===== config.mk =====
export PLATFORM = sky130hd
export DESIGN_NAME = scatter_sched
export DESIGN_NICKNAME = d
export VERILOG_FILES = /design/src/rtl/scatter_sched.sv
export SDC_FILE = /design/constraint.sdc
export NUM_CORES = 1
export LEC_CHECK = 0
export CORE_MARGIN = 3
export CORE_UTILIZATION = 54
export DETAILED_ROUTE_END_ITERATION = 7
export PLACE_DENSITY = 0.84
export SYNTH_ARGS = -nofsm -noshare
export SYNTH_HDL_FRONTEND = slang
export SYNTH_SLANG_ARGS = --single-unit

===== constraint.sdc =====
create_clock -name clk -period 6.55 [get_ports clk]
set_input_delay 1.6375 -clock clk [delete_from_list [all_inputs] [get_ports clk]]
set_output_delay 1.6375 -clock clk [all_outputs]
set_load 0.03 [all_outputs]

===== src/rtl/scatter_sched.sv =====
// scatter_sched: phase controller for one charge-deposit pass (CLEAR -> SCATTER -> DRAIN -> DONE).
// Define SCATTER_SCHED_PERF_EN to add the stall_cycles / pass_cycles performance counters.
module scatter_sched #(
    parameter int ADDR_W     = 16,
    parameter int GRID_DEPTH = 4096,
    parameter int PIPE_LAT   = 9,
    parameter int NPART_W    = 20,
    parameter int POS_W      = 32
) (
    input  logic               clk,
    input  logic               rst,
    input  logic               start,
    input  logic [NPART_W-1:0] num_particles,
    input  logic               part_valid,
    output logic               part_ready,
    input  logic [POS_W-1:0]   part_gyro,
    output logic               acc_valid,
    output logic [POS_W-1:0]   acc_gyro,
    output logic               clr_we,
    output logic [ADDR_W-1:0]  clr_addr,
    output logic               grid_sel_clear,
    output logic               busy,
    output logic               done,
    output logic [NPART_W-1:0] accepted
`ifdef SCATTER_SCHED_PERF_EN
    ,
    output logic [31:0]        stall_cycles,
    output logic [31:0]        pass_cycles
`endif
);

    localparam int                 DRAIN_W    = $clog2(PIPE_LAT + 2);
    localparam logic [ADDR_W-1:0]  LAST_ADDR  = ADDR_W'(GRID_DEPTH - 1);
    localparam logic [DRAIN_W-1:0] DRAIN_LOAD = DRAIN_W'(PIPE_LAT + 1);

    typedef enum logic [2:0] {IDLE, CLEAR, SCATTER, DRAIN, DONE} state_t;

    state_t             state;
    state_t             state_nxt;
    logic [NPART_W-1:0] target;
    logic [DRAIN_W-1:0] drain_cnt;
    logic               xfer;

    always_comb begin
        state_nxt      = state;
        part_ready     = 1'b0;
        clr_we         = 1'b0;
        grid_sel_clear = 1'b0;
        busy           = 1'b0;
        done           = 1'b0;
        xfer           = 1'b0;
        case (state)
            IDLE: begin
                if (start) state_nxt = CLEAR;
            end
            CLEAR: begin
                clr_we         = 1'b1;
                grid_sel_clear = 1'b1;
                busy           = 1'b1;
                if (clr_addr == LAST_ADDR) state_nxt = SCATTER;
            end
            SCATTER: begin
                busy       = 1'b1;
                part_ready = (accepted < target);
                xfer       = part_ready & part_valid;
                // Leave on the beat that reaches target; a zero target leaves after one idle cycle.
                if ((accepted == target) || (xfer && (accepted + NPART_W'(1) == target)))
                    state_nxt = DRAIN;
            end
            DRAIN: begin
                busy = 1'b1;
                if (drain_cnt == DRAIN_W'(1)) state_nxt = DONE;
            end
            DONE: begin
                done      = 1'b1;
                state_nxt = IDLE;
            end
            default: state_nxt = IDLE;
        endcase
    end

    always_ff @(posedge clk or negedge rst) begin
        if (!rst) begin
            state     <= IDLE;
            target    <= '0;
            accepted  <= '0;
            clr_addr  <= '0;
            drain_cnt <= '0;
            acc_valid <= 1'b0;
            acc_gyro  <= '0;
        end else begin
            state     <= state_nxt;
            acc_valid <= xfer;
            if (xfer) begin
                acc_gyro <= part_gyro;
                accepted <= accepted + NPART_W'(1);
            end
            if ((state == IDLE) && start) begin
                target   <= num_particles;
                accepted <= '0;
            end
            if (state == CLEAR)
                clr_addr <= (clr_addr == LAST_ADDR) ? '0 : clr_addr + ADDR_W'(1);
            // Drain spans the output register beat plus the accumulator pipeline.
            if ((state != DRAIN) && (state_nxt == DRAIN))
                drain_cnt <= DRAIN_LOAD;
            else if (state == DRAIN)
                drain_cnt <= drain_cnt - DRAIN_W'(1);
        end
    end

`ifdef SCATTER_SCHED_PERF_EN
    always_ff @(posedge clk or negedge rst) begin
        if (!rst) begin
            stall_cycles <= '0;
            pass_cycles  <= '0;
        end else if ((state == IDLE) && start) begin
            stall_cycles <= '0;
            pass_cycles  <= '0;
        end else begin
            if (part_ready && !part_valid && (stall_cycles != 32'hFFFF_FFFF))
                stall_cycles <= stall_cycles + 32'd1;
            if (busy && (pass_cycles != 32'hFFFF_FFFF))
                pass_cycles <= pass_cycles + 32'd1;
        end
    end
`endif

endmodule


# After elaboration in Yosys (flattened, before gate mapping)
# Index checks and enable logic that the tools add are counted.
[classes] n_addsub=3 magnitude_cmp=1 n_eq_ne=10 muxes=15 bitwise_logic=1 reduce_logical=8
[op_table] op="equality test 20 bit" count=2
[op_table] op="two-way mux 20 bit" count=2
[op_table] op="adder 20 x 1 -> 20 bit, second input constant" count=1
[op_table] op="< comparator 20 bit" count=1
[op_table] op="adder 16 x 1 -> 16 bit, second input constant" count=1
[op_table] op="equality test 16 x 12 -> 1 bit, second input constant" count=1
[op_table] op="two-way mux 16 bit" count=1
[op_table] op="two-way mux 3 bit" count=4
[op_table] op="case mux 3 bit (4 select lines)" count=1
[op_table] op="equality test 3 x 2 -> 1 bit, second input constant" count=3
[op_table] op="two-way mux 4 bit" count=2
[op_table] op="two-way mux 1 bit" count=5
[op_table] op="equality test 4 x 1 -> 1 bit, second input constant" count=1
[op_table] op="nonzero test 2 bit" count=2
[op_table] op="subtractor 4 x 1 -> 4 bit, second input constant" count=1
[op_table] op="equality test 3 x 1 -> 1 bit, second input constant" count=1
[op_table] op="equality test 3 bit, second input constant" count=1
[op_table] op="logical AND 1 bit" count=3
[op_table] op="logical NOT 3 bit" count=1
[op_table] op="inequality test 3 x 2 -> 1 bit, second input constant" count=1
[op_table] op="OR reduction 3 bit" count=1
[op_table] op="AND 1 bit" count=1
[op_table] op="logical OR 1 bit" count=1
[totals] regBits=96

# Depth between registers and ports, before layout
[depth] depth_word=9 depth_mapped=12 ltp_nobuf=10

# Worst setup path before layout
# OpenSTA, ideal clock, no wires.
[synth_timing] kind="reg2out" startpoint="register accepted[1]" endpoint="output port part_ready" t_arrival_ns=2.182 required_ns=4.912 path_slack_ns=2.730 stages_incl_launch_ff=7 path_buffers=0 path_cell_list="dfrtp_1 ha_1 nor2b_1 o211ai_1 a21oi_1 nand4b_2 nor3_1"
[synth_via] elab_chain_cells=2
[synth_rtl] item="from (decl)" line="24" text="output logic [NPART_W-1:0] accepted"
[synth_rtl] item="from (signal assigned)" line="96" text="accepted <= accepted + NPART_W'(1);"
[synth_rtl] item="< comparator 20 bit" line="64" text="part_ready = (accepted < target);"
[synth_rtl] item="two-way mux 1 bit" line="52" text="case (state)"
[synth_rtl] item="to (decl)" line="15" text="output logic part_ready,"
# No other way between the ends.

# Final worst setup path
[layout_timing] startpoint="register accepted[13]" endpoint="output port part_ready"
# Same word-level chain as after synthesis.

==> reports/qor.yml <==
finalCritPeriodShare: 0.7212
cts_hold_buf: 0
synth.avg_cell_area_um2: 8.831
min_path_type: "reg2reg"
worst_slew_margin_rel: 0.4787
grt_setup_unrepaired: "no"
routabilityCongestion: 0.9818
n_antenna_cell: 0
critPathKind: "reg2out"
min_path_cells: 2
r2r-start: "accepted[13]"
viasPerCell: 5.740
period_minus_slack_ns: 4.724
rr_worst_depth: 9
synth_edf_count: 0
cts_buffers: 9
pin_count: 130
htreeDepth: 3
cts_root_buf: "clkbuf_8"
grt_antenna_before_repair: 0
crit_start: "accepted[13]"
wire_per_inst_um: 16.60
critPathCapture: "part_ready"
fin_tns_setup_ns: 0
maxSlewViolCount: 0
synth_nets: 704
firstDrtPassIters: 6
fmax_ghz: 0.2117
rows: 36
clk_pin_slew_worst_paths_ns: 0.10
synthCells: 624
fin_util: 0.7083
vdd_drop_max_uv: 191.7
drt_iter0_drc: 392
die_y_um: 107.0
area_growth_pct: 26.79
critical_path.endpoint_type: "output port"
detail-route-antenna-nets: 0
ys_seq_area_frac: 0.4360
arrival_ns: 3.09
fin_skew_ns: 0.009564
start_kind: "register"
core_area_um2: 9864
dieWidth_um: 107.0
post_cts_resized: 0
synth_ff_type: "dfrtp_1"
postCtsSetupRepairBufs: 0
yosys_warnings: 0
status: "completed"
hpwlAfterDp_um: 10620
synthArstFlopShare: 1.000
crit_required_ns: 4.91
synthDistinctLibCells: 64
reg2reg_to: "accepted[4]"
totalWireLength_um: 14510
insertion_delay_ns: 0.39
cap_viol_max_count: 0
die_area_um2: 11450
initial_utilization: 0.5586
grt_max_degree: 62
clkSinkCount: 96
power_density_nw_per_um2: 217.5
portBuffers: 129
syn_area_um2: 5510
leakage_uw: 0.003155
cts.path.max_buffers: 2
grt_pass1_wl_um: 24160
cts_tree: "done"
drive_gt1_frac: 0.05128
finalSetupViolations: 0
final_nets: 816
grt_pass1_vias: 4926
rrSetupSlack_ns: 3.29
worst_pin_slew_ns: 0.7808
synth_seq_cells: 96
track_usage: 0.2660
grt-ovfl-total: 0
routed-via-count: 5017
critPathMaxFanout: 9
hold_violations: 0
drc: 0
routing by layer:
| metal | share of wire | GRT usage |
|---|---|---|
| met1 | 0.40 | 0.3264 |
| met2 | 0.48 | 0.4348 |
| met3 | 0.082 | 0.08790 |
| met4 | 0.031 | 0.1032 |
| met5 | 0 | 0 |
worst max-delay path, stage by stage, from the launching register on:
cell and delay (ns):
dfrtp_1 0.50, ha_1 0.37, nand4_1 0.19, or4_1 0.59
a21oi_1 0.17, nand4b_2 0.21, nor3_1 0.07, clkdlybuf4s50_1 0.60
stage by stage:
step	std cells	total power [uW]	hold WS, ns	worst slack [ns]	area (um2)
6_report	874	1520	0.4809	1.826	6987
5_1_grt	874	1612	0.5101	1.676	6987
4_1_cts	874	1530	0.4864	1.861	6987
3_5_place_dp	858	1159	0.4617	2.325	6805
3_3_place_gp	858	1134	0.4571	2.428	6805
2_1_floorplan	624	984.2	0.4497	2.730	5510
logic make-up (layout without fill, tap and decap cells):
group,after synthesis,in the layout,share of synthesized area
compound gates,105,105,0.1154
simple gates,296,296,0.2723
buf+inv,63,180,0.05745
mux,3,3,0.005677
flops,96,96,0.4360
fa+ha+maj,24,24,0.05450
xor+xnor,37,37,0.05881
flip-flops by register name, summed over array words and instances (netlist names):
| signal | cells |
|---|---|
| acc_valid | 1 |
| state | 3 |
| target | 20 |
| accepted | 20 |
| clr_addr | 16 |
| drain_cnt | 4 |
| acc_gyro | 32 |
cell type report:
| cell class | instances | area, um2 |
|---|---|---|
| Fill cell | 773 | 2878 |
| Multi-Input combinational cell | 465 | 2798 |
| Sequential cell | 96 | 2402 |
| Timing Repair Buffer | 134 | 1326 |
| Tap cell | 133 | 166.4 |
| Clock buffer | 11 | 141.4 |
| Inverter | 30 | 112.6 |
| Clock inverter | 5 | 40.04 |
synth_stat cells, types with 14 or more instances:
master   instances  area, um2
nand2_1        150      563.0
dfrtp_1         96       2402
o21ai_0         35      175.2
inv_1           29      108.9
nor2_1          27      101.4
ha_1            24      300.3
nand4_1         20      125.1
xnor2_1         20      175.2
a21oi_1         17      85.08
xor2_1          17      148.9
nand3_1         16      80.08
and3_1          14      87.58
where the power goes:
group / internal (uW) / switching [uW]
registers: 656 / 62.0
clock network: 150 / 218
logic: 191 / 243
total: 997 / 523
placed cells by master (no fill, tap or decap), types with 5 or more instances in the layout:
cell type	Yosys	routed
nand2_1	150	150
clkdlybuf4s50_1	0	128
dfrtp_1	96	96
o21ai_0	35	35
inv_1	29	29
nor2_1	27	27
ha_1	24	24
nand4_1	20	20
xnor2_1	20	20
a21oi_1	17	17
xor2_1	17	17
nand3_1	16	16
and3_1	14	14
nor3_1	13	13
o21ai_1	13	13
clkbuf_8	0	10
nor4_1	8	8
and2_1	7	7
a21o_1	7	7
nor2b_1	6	6
buf_4	9	6
or3_1	5	5
worst min path at each step:
stage                       startpoint      endpoint  slack, ns
after floorplan              target[0]     target[0]       0.45
after global placement     acc_gyro[6]   acc_gyro[6]       0.46
after detailed placement  acc_gyro[25]  acc_gyro[25]       0.46
after CTS                 acc_gyro[25]  acc_gyro[25]       0.49
after global routing      acc_gyro[22]  acc_gyro[22]       0.51
final                     acc_gyro[12]  acc_gyro[12]       0.48
(Power assumes the default switching activity.)
